### src/rtl/idex_hazard_register.sv
// ID/EX pipeline register with built-in load-use stall detection.
// Flushes on taken branches and counts stall cycles (saturating).
module idex_hazard_register #(
  parameter int XLEN  = 64,
  parameter int CNT_W = 16
) (
  input  logic             clk,
  input  logic             reset,
  input  logic             id_valid,
  input  logic [4:0]       id_rs1,
  input  logic [4:0]       id_rs2,
  input  logic [4:0]       id_rd,
  input  logic [XLEN-1:0]  id_pc,
  input  logic [XLEN-1:0]  id_rs1_data,
  input  logic [XLEN-1:0]  id_rs2_data,
  input  logic [XLEN-1:0]  id_imm,
  input  logic [3:0]       id_funct4,
  input  logic             id_RegWrite,
  input  logic             id_MemtoReg,
  input  logic             id_MemRead,
  input  logic             id_MemWrite,
  input  logic             id_Branch,
  input  logic             id_ALUSrc,
  input  logic [1:0]       id_ALUOp,
  input  logic             ex_flush,
  output logic             IDEX_valid,
  output logic [4:0]       IDEX_rs1,
  output logic [4:0]       IDEX_rs2,
  output logic [4:0]       IDEX_rd,
  output logic [XLEN-1:0]  IDEX_pc,
  output logic [XLEN-1:0]  IDEX_rs1_data,
  output logic [XLEN-1:0]  IDEX_rs2_data,
  output logic [XLEN-1:0]  IDEX_imm,
  output logic [3:0]       IDEX_funct4,
  output logic             IDEX_RegWrite,
  output logic             IDEX_MemtoReg,
  output logic             IDEX_MemRead,
  output logic             IDEX_MemWrite,
  output logic             IDEX_Branch,
  output logic             IDEX_ALUSrc,
  output logic [1:0]       IDEX_ALUOp,
  output logic             pc_write,
  output logic             ifid_write,
  output logic [CNT_W-1:0] stall_count
);

  logic lu;
  logic hazard;
  logic bubble;
  logic cv;

  assign lu = IDEX_valid & IDEX_MemRead
            & (IDEX_rd != 5'd0) & id_valid
            & ((IDEX_rd == id_rs1) | (IDEX_rd == id_rs2));

  // A flush discards the ID instruction, so it must not also stall the PC.
  assign hazard     = lu & ~ex_flush;
  assign pc_write   = ~hazard;
  assign ifid_write = ~hazard;

  assign bubble = ex_flush | hazard;
  assign cv     = id_valid;

  always_ff @(posedge clk) begin
    if (reset || bubble) begin
      IDEX_valid    <= 1'b0;
      IDEX_rs1      <= '0;
      IDEX_rs2      <= '0;
      IDEX_rd       <= '0;
      IDEX_pc       <= '0;
      IDEX_rs1_data <= '0;
      IDEX_rs2_data <= '0;
      IDEX_imm      <= '0;
      IDEX_funct4   <= '0;
      IDEX_RegWrite <= 1'b0;
      IDEX_MemtoReg <= 1'b0;
      IDEX_MemRead  <= 1'b0;
      IDEX_MemWrite <= 1'b0;
      IDEX_Branch   <= 1'b0;
      IDEX_ALUSrc   <= 1'b0;
      IDEX_ALUOp    <= '0;
    end else begin
      IDEX_valid    <= id_valid;
      IDEX_rs1      <= id_rs1;
      IDEX_rs2      <= id_rs2;
      IDEX_rd       <= id_rd;
      IDEX_pc       <= id_pc;
      IDEX_rs1_data <= id_rs1_data;
      IDEX_rs2_data <= id_rs2_data;
      IDEX_imm      <= id_imm;
      IDEX_funct4   <= id_funct4;
      IDEX_RegWrite <= cv & id_RegWrite;
      IDEX_MemtoReg <= cv & id_MemtoReg;
      IDEX_MemRead  <= cv & id_MemRead;
      IDEX_MemWrite <= cv & id_MemWrite;
      IDEX_Branch   <= cv & id_Branch;
      IDEX_ALUSrc   <= cv & id_ALUSrc;
      IDEX_ALUOp    <= cv ? id_ALUOp : 2'b00;
    end
  end

  always_ff @(posedge clk) begin
    if (reset)
      stall_count <= '0;
    else if (hazard && (stall_count != {CNT_W{1'b1}}))
      stall_count <= stall_count + 1'b1;
  end

endmodule
### config.mk
export PLATFORM = sky130hd
export DESIGN_NAME = idex_hazard_register
export DESIGN_NICKNAME = d
export VERILOG_FILES = /design/src/rtl/idex_hazard_register.sv
export SDC_FILE = /design/constraint.sdc
export NUM_CORES = 1
export LEC_CHECK = 0
export ABC_AREA = 0
export BUFFER_PORTS_ARGS = -buffer_cell sky130_fd_sc_hd__buf_2
export CAP_MARGIN = 20
export CORE_AREA = 5 5 226 228
export CTS_CLUSTER_DIAMETER = 30
export DETAILED_ROUTE_END_ITERATION = 7
export DIE_AREA = 0 0 231 233
export SLEW_MARGIN = 20
export SYNTH_ARGS = -nofsm -noshare
export SYNTH_HDL_FRONTEND = slang
export SYNTH_SLANG_ARGS = --single-unit
### constraint.sdc
create_clock -name clk -period 3.1 [get_ports clk]
set_clock_uncertainty 0.2 [all_clocks]
set_input_delay 0.31 -clock clk [delete_from_list [all_inputs] [get_ports clk]]
set_output_delay 0.31 -clock clk [all_outputs]
set_load 0.1 [all_outputs]
Word level (Yosys, flattened, before mapping)
Index checks and enable logic that the tools add are counted. W data, S select, Z words.

Add/sub/neg operators: 1. Equal/unequal tests: 3. Bitwise gates (word level): 16. Reductions and logical operators: 4.

Operators by type and width (count): $add A16 B1 Y16 const B (1); $ne A16 B16 Y1 const B (1); $and A1 B1 Y1 (11); $eq A5 B5 Y1 (2); $reduce_bool A5 Y1 (1); $not A1 Y1 (3); $or A1 B1 Y1 (2); $reduce_or A2 Y1 (1); $logic_and A1 B1 Y1 (1); $logic_or A1 B1 Y1 (1).

Register bits: 300. Input port bits: 287. Logic and storage cells: 41.

Longest topological paths before layout
Gate-level depths: netlist of run 1.

Depth after elaboration: 8. Mapped depth: 7. Mapped depth without buffers: 6.

Least setup slack after synthesis of run 1
No wires, ideal clock.

Path type: register to output. Start: register IDEX_rd[0]. End: output port pc_write. Arrival: 2.772 ns. Required time: 2.590 ns. Setup slack: -0.182 ns. Cell stages (with the launch flop): 6. Cell sequence: dfxtp_1 > xor2_1 > nor3_2 > a22o_1 > nand2_1 > buf_4.

Longest elaborated chain between the ends: 6. Elaborated cells between the ends (all ways): 9. Those cells by class: eq/ne (2); bitwise (6); reduce/logical (1).

RTL lines: start, declared (line 29) `output logic [4:0] IDEX_rd,`; start signal, assigned (line 86) `IDEX_rd <= id_rd;`; $reduce_bool A5 Y1 (line 53) `& (IDEX_rd != 5'd0) & id_valid`; $and A1 B1 Y1 (2 in a row) (line 53); $and A1 B1 Y1 (*) (line 54) `& ((IDEX_rd == id_rs1) | (IDEX_rd == id_rs2));`; $and A1 B1 Y1 (*) (line 57) `assign hazard = lu & ~ex_flush;`; $not A1 Y1 (*); end, declared (line 42) `output logic pc_write,`.

Every way passes the cells marked *; elsewhere a longest branch is shown, timed or not.

Final worst setup path of run 1
Start: register IDEX_rd[1]. End: register IDEX_ALUSrc.

Longest elaborated chain between the ends: 7. Elaborated cells between the ends (all ways): 10. Those cells by class: eq/ne (2); bitwise (6); reduce/logical (2).

RTL lines: $reduce_bool A5 Y1 (line 53); $and A1 B1 Y1 (2 in a row) (line 53); $and A1 B1 Y1 (*) (line 54); $and A1 B1 Y1 (*) (line 57); $or A1 B1 Y1 (*) (line 61) `assign bubble = ex_flush | hazard;`; $logic_or A1 B1 Y1 (*) (line 65) `if (reset || bubble) begin`; end signal, assigned (line 97) `IDEX_ALUSrc <= cv & id_ALUSrc;`; end, declared (line 40) `output logic IDEX_ALUSrc,`.

Marked as above. A chain may end at the register's enable or synchronous reset.

==> results of run 1 <==
area by class of cell:
| class | count | area, um^2 | area share [%] |
|---|---|---|---|
| clock buffer | 88 | 1900 | 10.7 |
| sequential | 300 | 6010 | 33.9 |
| inverter | 1 | 3.75 | 0.0212 |
| clock inverter | 36 | 492 | 2.77 |
| timing repair buffer | 892 | 6010 | 33.9 |
| tap | 622 | 778 | 4.39 |
| multi-input combinational | 397 | 2540 | 14.3 |
| antenna | 1 | 2.50 | 0.0141 |
sequential cells by signal, summed over array words and instances (netlist names), 2 cells and up:
register / flops
IDEX_rs2: 5
IDEX_rs1_data: 64
IDEX_rd: 5
IDEX_imm: 64
stall_count: 16
IDEX_rs1: 5
IDEX_ALUOp: 2
IDEX_funct4: 4
IDEX_pc: 64
IDEX_rs2_data: 64
critical path: stages, from the launching register on:
cell,delay [ns]
dfxtp_2,0.33
or4_4,0.55
o21ai_4,0.26
o21a_4,0.26
buf_12,0.22
buf_4,0.17
and3_1,0.16
dlygate4sd3_1,0.54
final timing paths:
path	to	slack, ns	startpoint	depth (start not counted)
max reg2reg	IDEX_ALUSrc	0.30	IDEX_rd[1]	7
min reg2reg	stall_count[14]	0.33	stall_count[14]	1
min	IDEX_rs1[3]	0.11	ex_flush	4
max	IDEX_ALUSrc	0.30	IDEX_rd[1]	7
layer usage:
layer	vias up	GRT usage (%)	routed length, um
li1	4202	-	-
met1	4031	14.6	14500
met2	399	22.8	18800
met3	82	4.16	2810
met4	2	6.59	1190
met5	-	0	13
logic make-up after synthesis:
group | count (synthesis) | share of synthesized area (%)
compound gates | 26 | 2.11
xor+xnor | 10 | 1.00
flops | 300 | 68.8
fa+ha+maj | 1 | 0.143
simple gates | 354 | 25.0
mux | 6 | 0.759
buf+inv | 38 | 2.28
report_power, final:
group	leakage (nW)	switching (mW)	total (mW)	internal, mW
registers	2.46	0.0478	4.07	4.02
logic	5.04	1.37	1.93	0.553
clock network	1.15	2.31	7.25	4.94
what timing repair did:
item                                    4_1_cts  5_1_grt
setup buffers                                 0        1
hold buffers                                294        0
endpoints found under the setup margin        0        3
endpoints found under the hold margin       292        0
cells in the final DEF, fill, tap and decap left out, types with 6 or more instances in the layout:
cell / Yosys / layout
buf_2: 21 / 588
dfxtp_1: 300 / 295
dlygate4sd3_1: 0 / 294
and2_1: 276 / 276
clkbuf_16: 0 / 68
clkbuf_8: 0 / 12
nor2_1: 11 / 11
xor2_1: 10 / 10
nor3_1: 10 / 10
and3_1: 9 / 9
nand2_1: 8 / 8
a21oi_1: 8 / 8
clkbuf_1: 5 / 8
clkinv_2: 0 / 8
bufinv_16: 0 / 7
or3_1: 6 / 6
or4_1: 6 / 6
clkinvlp_4: 0 / 6
clkinv_4: 0 / 6
buf_4: 4 / 6
==> metrics.csv, run 1 <==
stage,metric,value,unit
clock_network,cts_root_buf,clkbuf_16,
grt,grt_max_degree,122,
route,vias,8716,
timing,relSlewSlack,61.1,%
timing,hold_viol_final,0,
critical_path,critPathRequiredTime,3.39,ns
synthesis,netlist-cell-type-count,43,
synthesis,async_reset_ff_share,0,%
grt,grt_pass1_wl,55.0,mm
status,outcome,finished clean,
clock_network,cts_sinks,300,
pwr,power_density,747,nW/um^2
timing,worst_slack,0.304,ns
route,wl_per_cell,16.0,um
timing,hold_ws,0.112,ns
timing,finalCritPeriodShare,90.2,%
synthesis,yosys.area.top_type,dfxtp_1,
cells_and_area,fin_cells,2337,
clock_network,cts_tree,built,
route,ant_nets,0,
cells_and_area,nets,1948,
route,routed_wl,37.3,mm
synthesis,synth.avg_cell_area,11.9,um^2
route,dr.pass1.iters,4,
cells_and_area,drive_above_1_share,42.6,%
grt,grt_pass1_vias,9533,
clock_network,cts_buffers,68,
clock_network,htreeDepth,3,
grt,antenna_found_initial,2,
placed_design,dp_hpwl,25.2,mm
critical_path,cp.arrival,3.09,ns
synthesis,syn_nets,1023,
cells_and_area,fillers,4579,
pwr,finalPower,13.2,mW
die,pin_count,589,
critical_path,end_kind,flip-flop,
die,die_x,231,um
timing,tightest_slew,0.584,ns
synthesis,yosys_warnings,0,
synthesis,synth_top_area_share,68.8,%
cells_and_area,final_cell_area,17700,um^2
route,route.detailed.drc,0,
critical_path,critPathMaxFanout,38,
synthesis,yosys-top-cells-area,"dfxtp_1, and2_1, buf_2",
clock_network,cts.clk_slew.worst_paths,0.05,ns
synthesis,ys_ff_latch,300,
timing,rsz0062_at_grt,no,
clock_network,clk_latency,0.57,ns
cells_and_area,utilization,36.5,%
placed_design,gp_congestion,0.864,
synthesis,synth_most_common_cell,dfxtp_1,
flow_run,drv_cap,0,
placed_design,placed_cell_area,12400,um^2
grt,overflow,0,
synthesis,yosys_most_used_dff,dfxtp_1,
critical_path,crit_type,flip-flop to flip-flop,
synthesis,synth_edf_count,0,
route,avgViaCountPerCell,3.73,
synthesis,syn-cell-area,8730,um^2
clock_network,clockBufferDepth,3,
pwr,p_leak,8.65,nW
synthesis,synth_commonest_cells,"dfxtp_1, and2_1, buf_2",
die,die_h,233,um
placed_design,port_buffers,588,
die,num_rows,81,
die,start_util,18.0,%
timing,fin_tns_setup,0,ns
grt,grt_usage,13.2,%
worst_hold_path,hold_class,input pin to flip-flop,
route,drt-initial-drc-count,222,
die,core_area,48600,um^2
synthesis,yosysSeqAreaShare,68.8,%
timing,slew_violations,0,
pwr,peakVddDrop,0.474,mV
placed_design,pre_cts_ws,0.574,ns
timing,fmax,358,MHz
die,dieArea,53800,um^2
placed_design,dpl.cell_count,1917,
cells_and_area,area_growth,103,%
synthesis,synthCells,735,
timing,setup_viol,0,
timing,fin_crit,2.80,ns
clock_network,cts_resized,0,
critical_path,worstSetupStartpointType,flip-flop,
Note: power is estimated with default switching activity, not from simulation.
==> run 2: changes to the inputs <==
==> constraint.sdc (replaced) <==
create_clock -name clk -period 3.1 [get_ports clk]
set_clock_uncertainty 0.2 [all_clocks]
set_input_delay 0.155 -clock clk [delete_from_list [all_inputs] [get_ports clk]]
set_output_delay 0.155 -clock clk [all_outputs]
set_load 0.1 [all_outputs]
==> run 2 against run 1 <==
Compared with the run above:
- global-route usage about the same
- combinational power hardly changed
- critical path depth fell by 1
- cell area up 0.11%
- sequential power barely moved
- clock power up 3%
- routed wire length is 0.23% higher
- core utilization barely moved
- via count increased by 0.40%
- register-to-register slack better by 0.15 ns
- count of clock-buffer cells in the layout shrank 4
- critical path type unchanged
- largest power group unchanged
==> metrics.csv, run 2 (synthesis gave the netlist of run 1 again) <==
stage,metric,value,unit
status,outcome,finished clean,
critical_path,end_kind,flip-flop,
grt,grt_pass1_vias,9528,
route,vias,8751,
die,core_area,48600,um^2
critical_path,cpPeakStageDelay,0.57,ns
clock_network,cts_tree,built,
die,dieArea,53800,um^2
clock_network,cts_root_buf,clkbuf_16,
timing,relSlewSlack,55.9,%
placed_design,port_buffers,588,
cells_and_area,final_common_cell,buf_2,
timing,finalCritPeriodShare,85.4,%
clock_network,htreeDepth,3,
flow_run,drv_cap,0,
timing,hold_viol_final,0,
pwr,peakVddDrop,0.392,mV
route,routed_wl,37.4,mm
timing,setup_viol,0,
timing,tightest_slew,0.662,ns
critical_path,critPathMaxFanout,117,
clock_network,clk_latency,0.57,ns
cells_and_area,drive_above_1_share,42.6,%
grt,grt_max_degree,143,
critical_path,crit_type,flip-flop to flip-flop,
placed_design,dp_hpwl,25.7,mm
critical_path,crit_path_top_delay_cell,or4_4,
die,die_x,231,um
cells_and_area,multi_input_area,2540,um^2
grt,overflow,0,
route,wl_per_cell,16.0,um
timing,slew_violations,0,
route,route.detailed.drc,0,
pwr,finalPower,13.4,mW
critical_path,worstSetupStartpointType,flip-flop,
timing,fin_tns_setup,0,ns
die,start_util,18.0,%
route,avgViaCountPerCell,3.74,
die,num_rows,81,
grt,grt_pass1_wl,54.7,mm
grt,grt_usage,13.1,%
clock_network,cts_resized,0,
route,drt-initial-drc-count,243,
die,pin_count,589,
pwr,p_leak,8.65,nW
cells_and_area,layout_common_cells,"buf_2, dfxtp_1, dlygate4sd3_1",
clock_network,cts.clk_slew.worst_paths,0.05,ns
cells_and_area,nets,1946,
clock_network,cts_buffers,70,
clock_network,cts_sinks,300,
die,die_h,233,um
critical_path,path_cells,or4_4 -> o21ai_4 -> o21a_4 -> buf_12 -> and3_1 -> dlygate4sd3_1,
clock_network,clockBufferDepth,3,
pwr,power_density,756,nW/um^2
cells_and_area,regArea,6010,um^2
critical_path,cp.arrival,2.96,ns
timing,fmax,378,MHz
cells_and_area,fillers,4644,
timing,rsz0062_at_grt,no,
grt,antenna_found_initial,6,
route,ant_nets,0,
critical_path,critPathRequiredTime,3.41,ns
placed_design,gp_congestion,0.881,
cells_and_area,area_growth,103,%
timing,fin_crit,2.65,ns
route,dr.pass1.iters,4,
worst_hold_path,hold_class,input pin to flip-flop,
run 2: final timing paths:
| check | from | end | slack, ns | cells past startpoint |
|---|---|---|---|---|
| worst max-delay path | IDEX_rd[1] | IDEX_MemRead | 0.45 | 6 |
| worst min-delay path | id_rs2_data[61] | IDEX_rs2_data[61] | 0.12 | 3 |
| worst max register to register | IDEX_rd[1] | IDEX_MemRead | 0.45 | 6 |
| worst min register to register | stall_count[14] | stall_count[14] | 0.33 | 1 |
run 2: routing by layer:
| metal | GRT usage [%] | vias to the layer above | share of wire (%) |
|---|---|---|---|
| li1 | - | 4206 | - |
| met1 | 14.1 | 4044 | 38 |
| met2 | 23.1 | 411 | 50 |
| met3 | 3.98 | 88 | 7.7 |
| met4 | 7.23 | 2 | 3.9 |
| met5 | 0 | - | 0.035 |
run 2: layout make-up:
class                           count  share of cell area, %
Clock buffer                       84                   10.8
Inverter                            1                 0.0211
Timing Repair Buffer              888                   33.6
Clock inverter                     45                   3.06
Tap cell                          622                   4.38
Antenna cell                        3                 0.0423
Multi-Input combinational cell    397                   14.3
Sequential cell                   300                   33.8
run 2: critical path: cells and delay by family, from the launching register on:
| kind | cells | cell delay (ns) |
|---|---|---|
| AO/OA/AOI/OAI | 2 | 0.46 |
| flip-flops | 1 | 0.34 |
| buffers and inverters | 2 | 0.80 |
| AND/OR/NAND/NOR | 2 | 0.77 |
run 2: timing repair:
| action | CTS | global route |
|---|---|---|
| setup endpoints to repair | 0 | 1 |
| hold endpoints to repair | 300 | 0 |
| hold buffers | 295 | 0 |
| buffers inserted | 0 | 1 |
run 2: metrics by stage:
step           worst slack, ns  util, %  hold slack (ns)  instances  instance area, um^2
3_3_place_gp             0.583     25.3            0.154       1912                12300
5_1_grt                  0.267     36.5           0.0988       2340                17800
6_report                 0.452     36.5            0.117       2340                17800
4_1_cts                  0.102     36.5           0.0577       2336                17700
3_5_place_dp             0.525     25.3            0.156       1912                12300
2_1_floorplan           0.0177        -           0.0766        735                 8740
run 2: power by group:
part	leakage, nW	internal [mW]	switching [mW]
clock	1.17	5.05	2.39
sequential	2.46	4.02	0.0454
combinational	5.01	0.547	1.37
==> run 3: changes to the inputs <==
--- a/config.mk
+++ b/config.mk
@@ -6,7 +6,7 @@
 export NUM_CORES = 1
 export LEC_CHECK = 0
 export ABC_AREA = 0
-export BUFFER_PORTS_ARGS = -buffer_cell sky130_fd_sc_hd__buf_2
+export BUFFER_PORTS_ARGS = -buffer_cell sky130_fd_sc_hd__clkbuf_2
 export CAP_MARGIN = 20
 export CORE_AREA = 5 5 226 228
 export CTS_CLUSTER_DIAMETER = 30
==> constraint.sdc (replaced) <==
create_clock -name clk -period 3.1 [get_ports clk]
set_clock_uncertainty 0.2 [all_clocks]
set_input_delay 0.155 -clock clk [delete_from_list [all_inputs] [get_ports clk]]
set_output_delay 0.155 -clock clk [all_outputs]
set_load 0.05 [all_outputs]
==> run 3 against run 2 <==
Compared with the run above:
- sequential share of layout area down 0.074 points
- via count up 0.66%
- count of clock-buffer cells in the layout up 10
- register-to-register slack better by 0.03 ns
==> metrics.csv, run 3 (synthesis gave the netlist of run 1 again) <==
stage,metric,value,unit
critical_path,cpPeakStageDelay,0.55,ns
timing,slew_violations,0,
route,wl_per_cell,16.3,um
placed_design,port_buffers,588,
pwr,power_density,721,nW/um^2
timing,tightest_slew,0.629,ns
clock_network,cts_buffers,73,
timing,fin_tns_setup,0,ns
grt,grt_pass1_wl,55.6,mm
clock_network,cts_sinks,300,
status,outcome,finished clean,
clock_network,clk_latency,0.57,ns
cells_and_area,fillers,4616,
route,avgViaCountPerCell,3.75,
route,vias,8809,
grt,grt_max_degree,66,
clock_network,cts_root_buf,clkbuf_16,
cells_and_area,area_growth,104,%
critical_path,r2r-start,IDEX_rd[0],
clock_network,htreeDepth,3,
critical_path,end_kind,flip-flop,
grt,antenna_found_initial,5,
placed_design,dp_hpwl,26.3,mm
grt,grt_usage,13.5,%
die,num_rows,81,
timing,hold_ws,0.121,ns
worst_hold_path,holdCritStartpoint,id_rs2_data[6],
die,dieArea,53800,um^2
critical_path,cp_num_buf_inv,2,
timing,relSlewSlack,58.1,%
placed_design,placed_cell_area,12400,um^2
flow_run,drv_cap,0,
timing,worst_slack,0.485,ns
critical_path,crit_path_top_delay_cell,dlygate4sd3_1,
die,core_area,48600,um^2
critical_path,critPathMaxFanout,40,
critical_path,worstSetupStartpointType,flip-flop,
clock_network,cts_resized,0,
clock_network,clockBufferDepth,3,
die,die_h,233,um
critical_path,critPathRequiredTime,3.34,ns
timing,finalCritPeriodShare,84.3,%
die,die_x,231,um
critical_path,path_cells,xor2_1 -> nor3_2 -> a22oi_2 -> o21a_4 -> buf_12 -> and3_1 -> dlygate4sd3_1,
placed_design,gp_congestion,0.911,
critical_path,cp.arrival,2.86,ns
pwr,p_leak,8.54,nW
cells_and_area,final_common_cell,clkbuf_2,
pwr,peakVddDrop,0.360,mV
worst_hold_path,hold_class,input pin to flip-flop,
grt,overflow,0,
critical_path,crit_type,flip-flop to flip-flop,
cells_and_area,nets,1955,
critical_path,crit_start,IDEX_rd[0],
timing,hold_viol_final,0,
placed_design,pre_cts_ws,0.479,ns
route,ant_nets,0,
timing,fin_crit,2.61,ns
cells_and_area,final_cell_area,17800,um^2
route,routed_wl,38.3,mm
die,start_util,18.0,%
timing,fmax,382,MHz
cells_and_area,layout_common_cells,"clkbuf_2, dfxtp_1, dlygate4sd3_1",
timing,setup_viol,0,
clock_network,cts_tree,built,
grt,grt_pass1_vias,9670,
die,pin_count,589,
route,route.detailed.drc,0,
timing,rsz0062_at_grt,no,
clock_network,cts.clk_slew.worst_paths,0.05,ns
cells_and_area,drive_above_1_share,42.5,%
route,drt-initial-drc-count,245,
route,dr.pass1.iters,5,
critical_path,path_delay_family,buffers and inverters,
[run 3: cell types whose count changed in the layout (fill, tap and decap cells not counted), moves of 2 or more]
cell / delta
inv_6: +3
inv_8: -2
clkinv_8: -3
clkbuf_2: +588
clkbuf_8: +3
buf_2: -588
bufinv_16: -2
buf_12: +2
clkbuf_1: +5
clkinvlp_4: -4
clkbuf_16: +2
buf_4: +5
[run 3: final timing paths]
path | endpoint | slack [ns] | depth (start not counted)
worst max-delay path | IDEX_MemWrite | 0.49 | 7
worst min-delay path | IDEX_rs2_data[6] | 0.12 | 3
worst max register to register | IDEX_MemWrite | 0.49 | 7
worst min register to register | stall_count[15] | 0.32 | 2
[run 3: final cells by class]
cell class / instances / area [um^2] / area share [%]
inverters: 1 / 3.75 / 0.0211
clock buffers: 94 / 2030 / 11.4
flip-flops and latches: 300 / 6010 / 33.8
repair buffers: 894 / 6030 / 33.9
multi-input cells: 397 / 2540 / 14.3
clock inverters: 37 / 402 / 2.26
well taps: 622 / 778 / 4.38
diodes: 3 / 7.51 / 0.0422
[run 3: worst min-delay path, delay by kind of cell]
| kind | cells | cell delay [ns] |
|---|---|---|
| buffers and inverters | 2 | 0.61 |
| and+or+nand+nor | 1 | 0.10 |
[run 3: metrics by stage]
step           cells  utilization (%)  total power, mW
2_1_floorplan    735                -             4.80
3_3_place_gp    1917             25.5             5.20
3_5_place_dp    1917             25.5             5.21
4_1_cts         2342             36.5             13.0
5_1_grt         2348             36.6             13.3
6_report        2348             36.6             12.8
[run 3: per-layer routing]
| layer | track usage, % | part of all wire, % | up-vias | routed length, um |
|---|---|---|---|---|
| met5 | 0 | 0.034 | - | 13 |
| met3 | 5.10 | 8.6 | 107 | 3310 |
| met4 | 7.41 | 4.1 | 2 | 1590 |
| li1 | - | - | 4227 | - |
| met1 | 14.2 | 37 | 4058 | 14200 |
| met2 | 23.5 | 50 | 415 | 19200 |
[run 3: power breakdown]
group          total [mW]  leakage [nW]  switching, mW  internal (mW)
sequential           4.07          2.46         0.0498           4.02
combinational        1.39          4.91          0.837          0.553
clock                7.36          1.18           2.33           5.03
total                12.8          8.54           3.22           9.61
[run 3: timing repair]
action                                  in CTS  in global routing
hold endpoints to repair                   300                  0
hold buffers                               294                  0
setup buffers                                0                  3
endpoints found under the setup margin       0                  1
